`src/rtl/signed_addsub_seq.sv`:
```
`default_nettype none
// ============================================================================
//  Module      : signed_addsub_seq
//  Description : Multi-cycle signed two's-complement adder/subtractor.
//                WIDTH-bit operands are summed CHUNK bits per clock through a
//                single narrow adder slice, with the carry rippled between
//                cycles. Valid/ready handshakes on the input and output
//                sides. Reports overflow, negative and zero flags.
//                Optional macro SIGNED_ADDSUB_SAT_EN clamps the result on
//                signed overflow instead of wrapping.
//  Revision    : 1.0 - initial release
// ============================================================================
module signed_addsub_seq #(
    parameter int WIDTH = 32,
    parameter int CHUNK = 8
) (
    input  logic             clk,
    input  logic             rst,
    input  logic             in_valid,
    output logic             in_ready,
    input  logic             op_sub,
    input  logic [WIDTH-1:0] num1,
    input  logic [WIDTH-1:0] num2,
    output logic             out_valid,
    input  logic             out_ready,
    output logic [WIDTH-1:0] s_res,
    output logic             ovf,
    output logic             neg,
    output logic             zero
);

    localparam int NCH  = WIDTH / CHUNK;
    localparam int IDXW = (NCH > 1) ? $clog2(NCH) : 1;
    localparam logic [IDXW-1:0] C_LAST_IDX = IDXW'(NCH - 1);
`ifdef SIGNED_ADDSUB_SAT_EN
    localparam logic [WIDTH-1:0] C_MAX_POS = {1'b0, {(WIDTH-1){1'b1}}};
    localparam logic [WIDTH-1:0] C_MIN_NEG = {1'b1, {(WIDTH-1){1'b0}}};
`endif

    typedef enum logic [1:0] {
        IDLE = 2'd0,
        BUSY = 2'd1,
        DONE = 2'd2
    } state_t;

    state_t            state_q, state_d;
    logic [WIDTH-1:0]  a_q, a_d;
    logic [WIDTH-1:0]  b_q, b_d;           // b already inverted for subtract
    logic              carry_q, carry_d;
    logic [IDXW-1:0]   idx_q, idx_d;
    logic [WIDTH-1:0]  res_q, res_d;
    logic              ovf_q, ovf_d;
    logic              neg_q, neg_d;
    logic              zero_q, zero_d;
    logic              in_ready_q, in_ready_d;
    logic              out_valid_q, out_valid_d;

    logic [CHUNK-1:0]  w_a_chunk;
    logic [CHUNK-1:0]  w_b_chunk;
    logic [CHUNK:0]    w_chunk_sum;
    logic [WIDTH-1:0]  w_raw;
    logic              w_ovf;

    // State register and all registered outputs; reset abandons any operation.
    always_ff @(posedge clk) begin
        if (rst) begin
            state_q     <= IDLE;
            a_q         <= '0;
            b_q         <= '0;
            carry_q     <= 1'b0;
            idx_q       <= '0;
            res_q       <= '0;
            ovf_q       <= 1'b0;
            neg_q       <= 1'b0;
            zero_q      <= 1'b0;
            in_ready_q  <= 1'b0;
            out_valid_q <= 1'b0;
        end else begin
            state_q     <= state_d;
            a_q         <= a_d;
            b_q         <= b_d;
            carry_q     <= carry_d;
            idx_q       <= idx_d;
            res_q       <= res_d;
            ovf_q       <= ovf_d;
            neg_q       <= neg_d;
            zero_q      <= zero_d;
            in_ready_q  <= in_ready_d;
            out_valid_q <= out_valid_d;
        end
    end

    // Chunk adder slice, next-state logic and next values of the outputs.
    always_comb begin
        state_d   = state_q;
        a_d       = a_q;
        b_d       = b_q;
        carry_d   = carry_q;
        idx_d     = idx_q;
        res_d     = res_q;
        ovf_d     = ovf_q;
        neg_d     = neg_q;
        zero_d    = zero_q;

        // One CHUNK-wide slice, fed by the chunk currently selected.
        w_a_chunk   = a_q[idx_q*CHUNK +: CHUNK];
        w_b_chunk   = b_q[idx_q*CHUNK +: CHUNK];
        w_chunk_sum = {1'b0, w_a_chunk} + {1'b0, w_b_chunk} + {{CHUNK{1'b0}}, carry_q};

        // Partial result with this cycle's chunk merged in; complete on the last chunk.
        w_raw = res_q;
        w_raw[idx_q*CHUNK +: CHUNK] = w_chunk_sum[CHUNK-1:0];

        // Same-sign operands producing a different-sign sum means overflow.
        w_ovf = (a_q[WIDTH-1] == b_q[WIDTH-1]) && (w_raw[WIDTH-1] != a_q[WIDTH-1]);

        case (state_q)
            IDLE: begin
                if (in_valid && in_ready_q) begin
                    a_d     = num1;
                    b_d     = op_sub ? ~num2 : num2;
                    carry_d = op_sub;
                    idx_d   = '0;
                    state_d = BUSY;
                end
            end
            BUSY: begin
                res_d   = w_raw;
                carry_d = w_chunk_sum[CHUNK];
                idx_d   = idx_q + IDXW'(1);
                if (idx_q == C_LAST_IDX) begin
                    ovf_d = w_ovf;
`ifdef SIGNED_ADDSUB_SAT_EN
                    if (w_ovf) begin
                        res_d = a_q[WIDTH-1] ? C_MIN_NEG : C_MAX_POS;
                    end
`endif
                    neg_d   = res_d[WIDTH-1];
                    zero_d  = (res_d == '0);
                    state_d = DONE;
                end
            end
            DONE: begin
                if (out_ready && out_valid_q) begin
                    state_d = IDLE;
                end
            end
            default: begin
                state_d = IDLE;
            end
        endcase

        // Handshake flags follow the state being entered so they are registered.
        in_ready_d  = (state_d == IDLE);
        out_valid_d = (state_d == DONE);
    end

    assign in_ready  = in_ready_q;
    assign out_valid = out_valid_q;
    assign s_res     = res_q;
    assign ovf       = ovf_q;
    assign neg       = neg_q;
    assign zero      = zero_q;

endmodule
`default_nettype wire

```
`config.mk`:
```
export PLATFORM = sky130hd
export DESIGN_NAME = signed_addsub_seq
export DESIGN_NICKNAME = d
export VERILOG_FILES = /design/src/rtl/signed_addsub_seq.sv
export SDC_FILE = /design/constraint.sdc
export NUM_CORES = 1
export LEC_CHECK = 0
export CAP_MARGIN = 20
export CORE_ASPECT_RATIO = 1.4
export CORE_MARGIN = 2
export CORE_UTILIZATION = 30
export CTS_CLUSTER_DIAMETER = 100
export DETAILED_ROUTE_END_ITERATION = 12
export HOLD_SLACK_MARGIN = 0.02
export PLACE_DENSITY_LB_ADDON = 0.05
export SKIP_LAST_GASP = 1
export SLEW_MARGIN = 10
export SYNTH_ARGS = -nofsm -noshare
export SYNTH_HDL_FRONTEND = slang
export SYNTH_SLANG_ARGS = --single-unit
```
`constraint.sdc`:
```
create_clock -name clk -period 7.6 [get_ports clk]
set_input_delay 1.52 -clock clk [delete_from_list [all_inputs] [get_ports clk]]
set_output_delay 1.52 -clock clk [all_outputs]
set_load 0.02 [all_outputs]
```
==> flow_metrics.py, run 1 <==
metrics = {
    "final_layout": {
        "mostFrequentLayoutCells": "dfxtp_1, clkdlybuf4s50_1, nor2_1",
        "instances_no_fill": 854,
        "final_common_cell": "dfxtp_1",
        "drive_above_1_share": 0.0829,
        "nets": 730,
        "final_cell_area_um2": 6560,
        "synthToLayoutAreaGrowth_pct": 29.4,
        "diodes": 0,
        "fillers": 1742,
    },
    "sta": {
        "rsz0062_at_grt": "no",
        "setup_viol": 0,
        "skew_ns": 0.0100,
        "relSlewSlack": 0.382,
        "hold_viol": 0,
        "slew_violations": 0,
        "timing.fmax_mhz": 277,
        "period_minus_slack_ns": 3.62,
        "worst_pin_slew_ns": 0.928,
        "period_share": 0.476,
        "fin_setup_tns_ns": 0,
        "fin_ws_ns": 3.98,
    },
    "die": {
        "die-area_um2": 18000,
        "num_rows": 56,
        "core_um2": 16700,
        "ioPinCount": 106,
        "die_height_um": 158,
        "initial_core_util": 0.304,
        "die_x_um": 114,
    },
    "worst_setup_path": {
        "critical_path_required_ns": 7.84,
        "cp.arrival_ns": 3.86,
        "cp_max_fo": 20,
        "crit_path_end_kind": "flip-flop",
        "start_kind": "flip-flop",
        "critical_path_class": "reg2reg",
    },
    "hold_path": {
        "hp-class": "reg2reg",
    },
    "placed_design": {
        "placed_cells": 838,
        "gp_congestion": 0.840,
        "port_buffers": 105,
        "placed_area_um2": 6260,
        "post-dp-hpwl_um": 10500,
        "pre_cts_slack_ns": 3.84,
    },
    "drt": {
        "drtAntennaViolNets": 0,
        "vias": 4294,
        "wl_per_cell_um": 16.7,
        "wl_um": 14200,
        "drc": 0,
        "drt_first_pass_iters": 4,
        "drt-initial-drc-count": 240,
        "vias_per_cell": 5.03,
    },
    "clock_network": {
        "cts_root_buffer": "clkbuf_16",
        "cts_sinks": 106,
        "cts_tree": "yes",
        "clk_path_buf_depth": 2,
        "cts_hold_buf": 0,
        "cts_buffers": 9,
        "clk_pin_slew_worst_paths_ns": 0.08,
        "post_cts_buffers": 0,
        "cts_resized": 0,
        "htree_num_levels": 3,
        "clk-insertion-delay-late_ns": 0.35,
    },
    "yosys": {
        "ys_ff_latch": 106,
        "synth.area.mux_share": 0.0751,
        "syn_inst": 564,
        "yosys.cell_types.count": 56,
        "synth_area_um2": 5070,
        "yosys.area_share.simple": 0.174,
        "synth_flop_cell": "dfxtp_1",
        "yosysWarnings": 0,
        "synth_top_family_by_area": "compound AO/OA/AOI/OAI gates",
        "syn-num-nets": 648,
        "synth-xor-area-share": 0.0605,
        "seq_area_frac_synth": 0.419,
        "yosys.area_share.adder": 0.0400,
        "synth_compound_area_frac": 0.191,
        "postSynth.asyncResetShare": 0,
        "synth_edf_count": 0,
        "synth_area_per_cell_um2": 8.98,
    },
    "run_status": {
        "status": "finished, final reports clean",
    },
    "grt": {
        "grt.total_usage": 0.159,
        "grt_max_degree": 100,
        "grt-ovfl-total": 0,
        "grt_pass1_wl_um": 22400,
        "antenna_found_initial": 0,
        "grt_pass1_vias": 4214,
    },
    "power_and_ir_drop": {
        "p_leak_nw": 2.27,
        "peakVddDrop_mv": 0.0971,
        "p_per_area_nw_per_um2": 197,
    },
    "run": {
        "max-cap-violations": 0,
    },
}
[registers in the layout, summed over array words and instances, names as in the netlist]
| signal | cells |
|---|---|
| zero | 1 |
| s_res | 32 |
| b_q | 32 |
| neg | 1 |
| a_q | 32 |
| out_valid | 1 |
| carry_q | 1 |
| ovf | 1 |
| in_ready | 1 |
| idx_q | 2 |
| state_q | 2 |
[synth_stat cells (all sizes together), types with 3 or more instances]
master / instances / share of area
mux4: 16 / 0.071
nand2b: 6 / 0.0074
a21oi: 51 / 0.053
nor4: 10 / 0.017
ha: 13 / 0.032
inv: 12 / 0.0089
nand3b: 3 / 0.0044
nand3: 3 / 0.0030
nor2: 83 / 0.062
clkbuf: 23 / 0.017
a22oi: 33 / 0.052
nand2: 77 / 0.058
o21ai: 6 / 0.0059
buf: 16 / 0.015
xnor2: 34 / 0.059
a211oi: 33 / 0.049
dfxtp: 106 / 0.42
[layout make-up]
cell class                 instances  area (µm²)  area share
inverter                          12        45.0     0.00687
sequential                       106        2120       0.324
tap                              203         254      0.0387
multi-input combinational        407        2750       0.420
timing repair buffer             110        1080       0.165
clock buffer                      11         253      0.0386
clock inverter                     5        46.3     0.00706
[routing by layer]
metal	vias to the layer above	global-route usage	part of all wire
met3	20	0.0272	0.044
met1	1986	0.194	0.43
met5	-	0	0
li1	2169	-	-
met2	119	0.275	0.50
met4	0	0.0685	0.024
[path summary, 6_finish.rpt]
kind	startpoint	to	slack (ns)	cells past startpoint
setup / recovery	idx_q[0]	zero	3.98	11
hold reg to reg	a_q[7]	a_q[7]	0.46	2
setup reg to reg	idx_q[0]	zero	3.98	11
hold / removal	a_q[7]	a_q[7]	0.46	2
[worst max-delay path, stage by stage (launching register included)]
cell       delay, ns
dfxtp_1         0.75
buf_4           0.37
mux4_2          0.36
fa_1            0.42
inv_1           0.09
fa_1            0.19
nand2b_1        0.14
a21oi_2         0.09
o31a_1          0.26
a21oi_1         0.44
a2111oi_2       0.15
a32o_1          0.24
[power by group]
group | leakage (nW) | switching [W] | total [W] | internal, W
combinational | 1.26 | 0.000124 | 0.000228 | 0.000103
sequential | 0.862 | 0.0000197 | 0.000602 | 0.000582
clock | 0.148 | 0.000217 | 0.000463 | 0.000246
total | 2.27 | 0.000361 | 0.00129 | 0.000931
[cells by family after synthesis]
logic type                 count (synthesis)
and+or+nand+nor                          199
AOI/OAI and AO/OA                        140
xor gates and xnor gates                  35
buffers and inverters                     51
adders and majority gates                 15
DFF                                      106
muxes                                     18
[per-stage QoR]
step | util | hold WS, ns | total power (W)
CTS | 0.393 | 0.457 | 0.00131
detailed placement | 0.375 | 0.448 | 0.000845
finish | 0.393 | 0.460 | 0.00129
floorplan | - | 0.433 | 0.000753
global route | 0.393 | 0.478 | 0.00135
global placement | 0.375 | 0.445 | 0.000844
Note: power is estimated with default switching activity, not from simulation.
==> inputs of run 2 (changes only) <==
clock period = 3.74 ns   (was 7.6 ns; I/O delays follow)
==> run 2 against run 1 <==
Compared with the run above: maximum frequency grew 14%; flip-flop and latch count is the same; final area grew 0.84%; largest cell class unchanged.
==> flow_metrics.py, run 2 (synthesis results as in run 1) <==
metrics = {
    "grt": {
        "grt_pass1_wl_um": 23500,
        "grt-ovfl-total": 0,
        "grt_max_degree": 86,
        "antenna_found_initial": 0,
        "grt_pass1_vias": 4276,
        "grt.total_usage": 0.168,
    },
    "sta": {
        "skew_ns": 0.0169,
        "period_minus_slack_ns": 3.18,
        "worst_pin_slew_ns": 0.877,
        "rsz0062_at_grt": "no",
        "hold_viol": 0,
        "fin_setup_tns_ns": 0,
        "setup_viol": 0,
        "relSlewSlack": 0.415,
        "slew_violations": 0,
        "hold_slack_ns": 0.457,
        "fin_ws_ns": 0.557,
        "period_share": 0.851,
        "timing.fmax_mhz": 314,
    },
    "drt": {
        "drtAntennaViolNets": 0,
        "vias": 4288,
        "drt-initial-drc-count": 300,
        "vias_per_cell": 4.98,
        "wl_um": 14600,
        "wl_per_cell_um": 17.0,
        "drt_first_pass_iters": 5,
        "drc": 0,
    },
    "clock_network": {
        "clk_pin_slew_worst_paths_ns": 0.07,
        "cts_tree": "yes",
        "clk_path_buf_depth": 2,
        "cts_root_buffer": "clkbuf_16",
        "clk-insertion-delay-late_ns": 0.35,
        "post_cts_buffers": 0,
        "htree_num_levels": 3,
        "cts_buffers": 9,
        "cts_resized": 0,
        "cts_hold_buf": 0,
        "cts_sinks": 106,
    },
    "placed_design": {
        "post-dp-hpwl_um": 11000,
        "port_buffers": 105,
        "pre_cts_slack_ns": 0.556,
        "placed_area_um2": 6320,
        "gp_congestion": 0.851,
    },
    "hold_path": {
        "hp-class": "reg2reg",
    },
    "worst_setup_path": {
        "cp_max_fo": 8,
        "crit_path_end_kind": "flip-flop",
        "critical_path_class": "reg2reg",
        "cp.arrival_ns": 3.42,
        "start_kind": "flip-flop",
        "critical_path_required_ns": 3.98,
    },
    "power_and_ir_drop": {
        "power_frac_seq": 0.463,
        "p_int_w": 0.00188,
        "swShare": 0.286,
        "power_frac_clock": 0.355,
        "combPwrFrac": 0.182,
        "p_switching_w": 0.000755,
        "p_per_area_nw_per_um2": 399,
        "p_leak_nw": 2.30,
        "peakVddDrop_mv": 0.222,
    },
    "final_layout": {
        "mostFrequentLayoutCells": "dfxtp_1, clkdlybuf4s50_1, nor2_1",
        "drive_above_1_share": 0.0927,
        "synthToLayoutAreaGrowth_pct": 30.5,
        "final_cell_area_um2": 6610,
        "nets": 737,
        "diodes": 0,
        "fillers": 1712,
        "final_common_cell": "dfxtp_1",
        "finish.utilization": 0.396,
    },
    "run_status": {
        "status": "finished, final reports clean",
    },
    "die": {
        "ioPinCount": 106,
        "core_um2": 16700,
        "num_rows": 56,
        "die_height_um": 158,
        "die-area_um2": 18000,
        "initial_core_util": 0.304,
        "die_x_um": 114,
    },
    "run": {
        "max-cap-violations": 0,
    },
}
==> run 2: cell count changes in the layout (fill, tap and decap cells not counted), sizes merged <==
cell / previous run / this run
buf: 7 / 14
clkbuf: 11 / 10
clkinvlp: 0 / 1
==> run 2: cell type report <==
class,instances,area (µm²),share of cell area
Timing Repair Buffer,117,1150,0.173
Clock buffer,10,239,0.0362
Sequential cell,106,2120,0.321
Tap cell,203,254,0.0384
Multi-Input combinational cell,407,2750,0.417
Inverter,12,45.0,0.00681
Clock inverter,6,50.0,0.00757
==> run 2: path summary, 6_finish.rpt <==
| check | from | to | slack, ns | depth (start not counted) |
|---|---|---|---|---|
| setup / recovery | idx_q[0] | zero | 0.56 | 10 |
| setup reg to reg | idx_q[0] | zero | 0.56 | 10 |
| hold reg to reg | a_q[12] | a_q[12] | 0.46 | 2 |
| hold / removal | a_q[12] | a_q[12] | 0.46 | 2 |
==> run 2: critical path, cell delays in order (launching register included) <==
cell     delay [ns]
dfxtp_1        0.50
buf_4          0.22
buf_4          0.16
mux4_2         0.50
ha_1           0.40
a21oi_2        0.18
o22ai_2        0.11
a221o_1        0.39
a22oi_4        0.30
o41ai_1        0.10
a32o_1         0.22
==> run 2: metal layers <==
layer	global-route usage	routed length (µm)	vias to the layer above
li1	-	-	2178
met3	0.0249	463	11
met2	0.303	7720	88
met1	0.206	6190	2011
met5	0	0	-
met4	0.0470	235	0
==> run 2: power groups by stage <==
stage | sequential (W) | clock [W] | combinational (W)
after global routing | 0.00123 | 0.000996 | 0.000529
after global placement | 0.00125 | 0 | 0.000479
after detailed placement | 0.00125 | 0 | 0.000484
after CTS | 0.00122 | 0.000963 | 0.000486
after floorplan | 0.00123 | 0 | 0.000297
final | 0.00122 | 0.000936 | 0.000481
==> run 2: through the flow <==
stage | instances | power, W
final | 861 | 0.00264
after CTS | 861 | 0.00267
after global placement | 845 | 0.00173
after detailed placement | 845 | 0.00173
after global routing | 861 | 0.00276
after floorplan | 564 | 0.00153
==> inputs of run 3 (changes only) <==
TNS_END_PERCENT = 30   (was default)
==> results of run 3 <==
Final layout, timing and power as in run 2 (identical DEF).
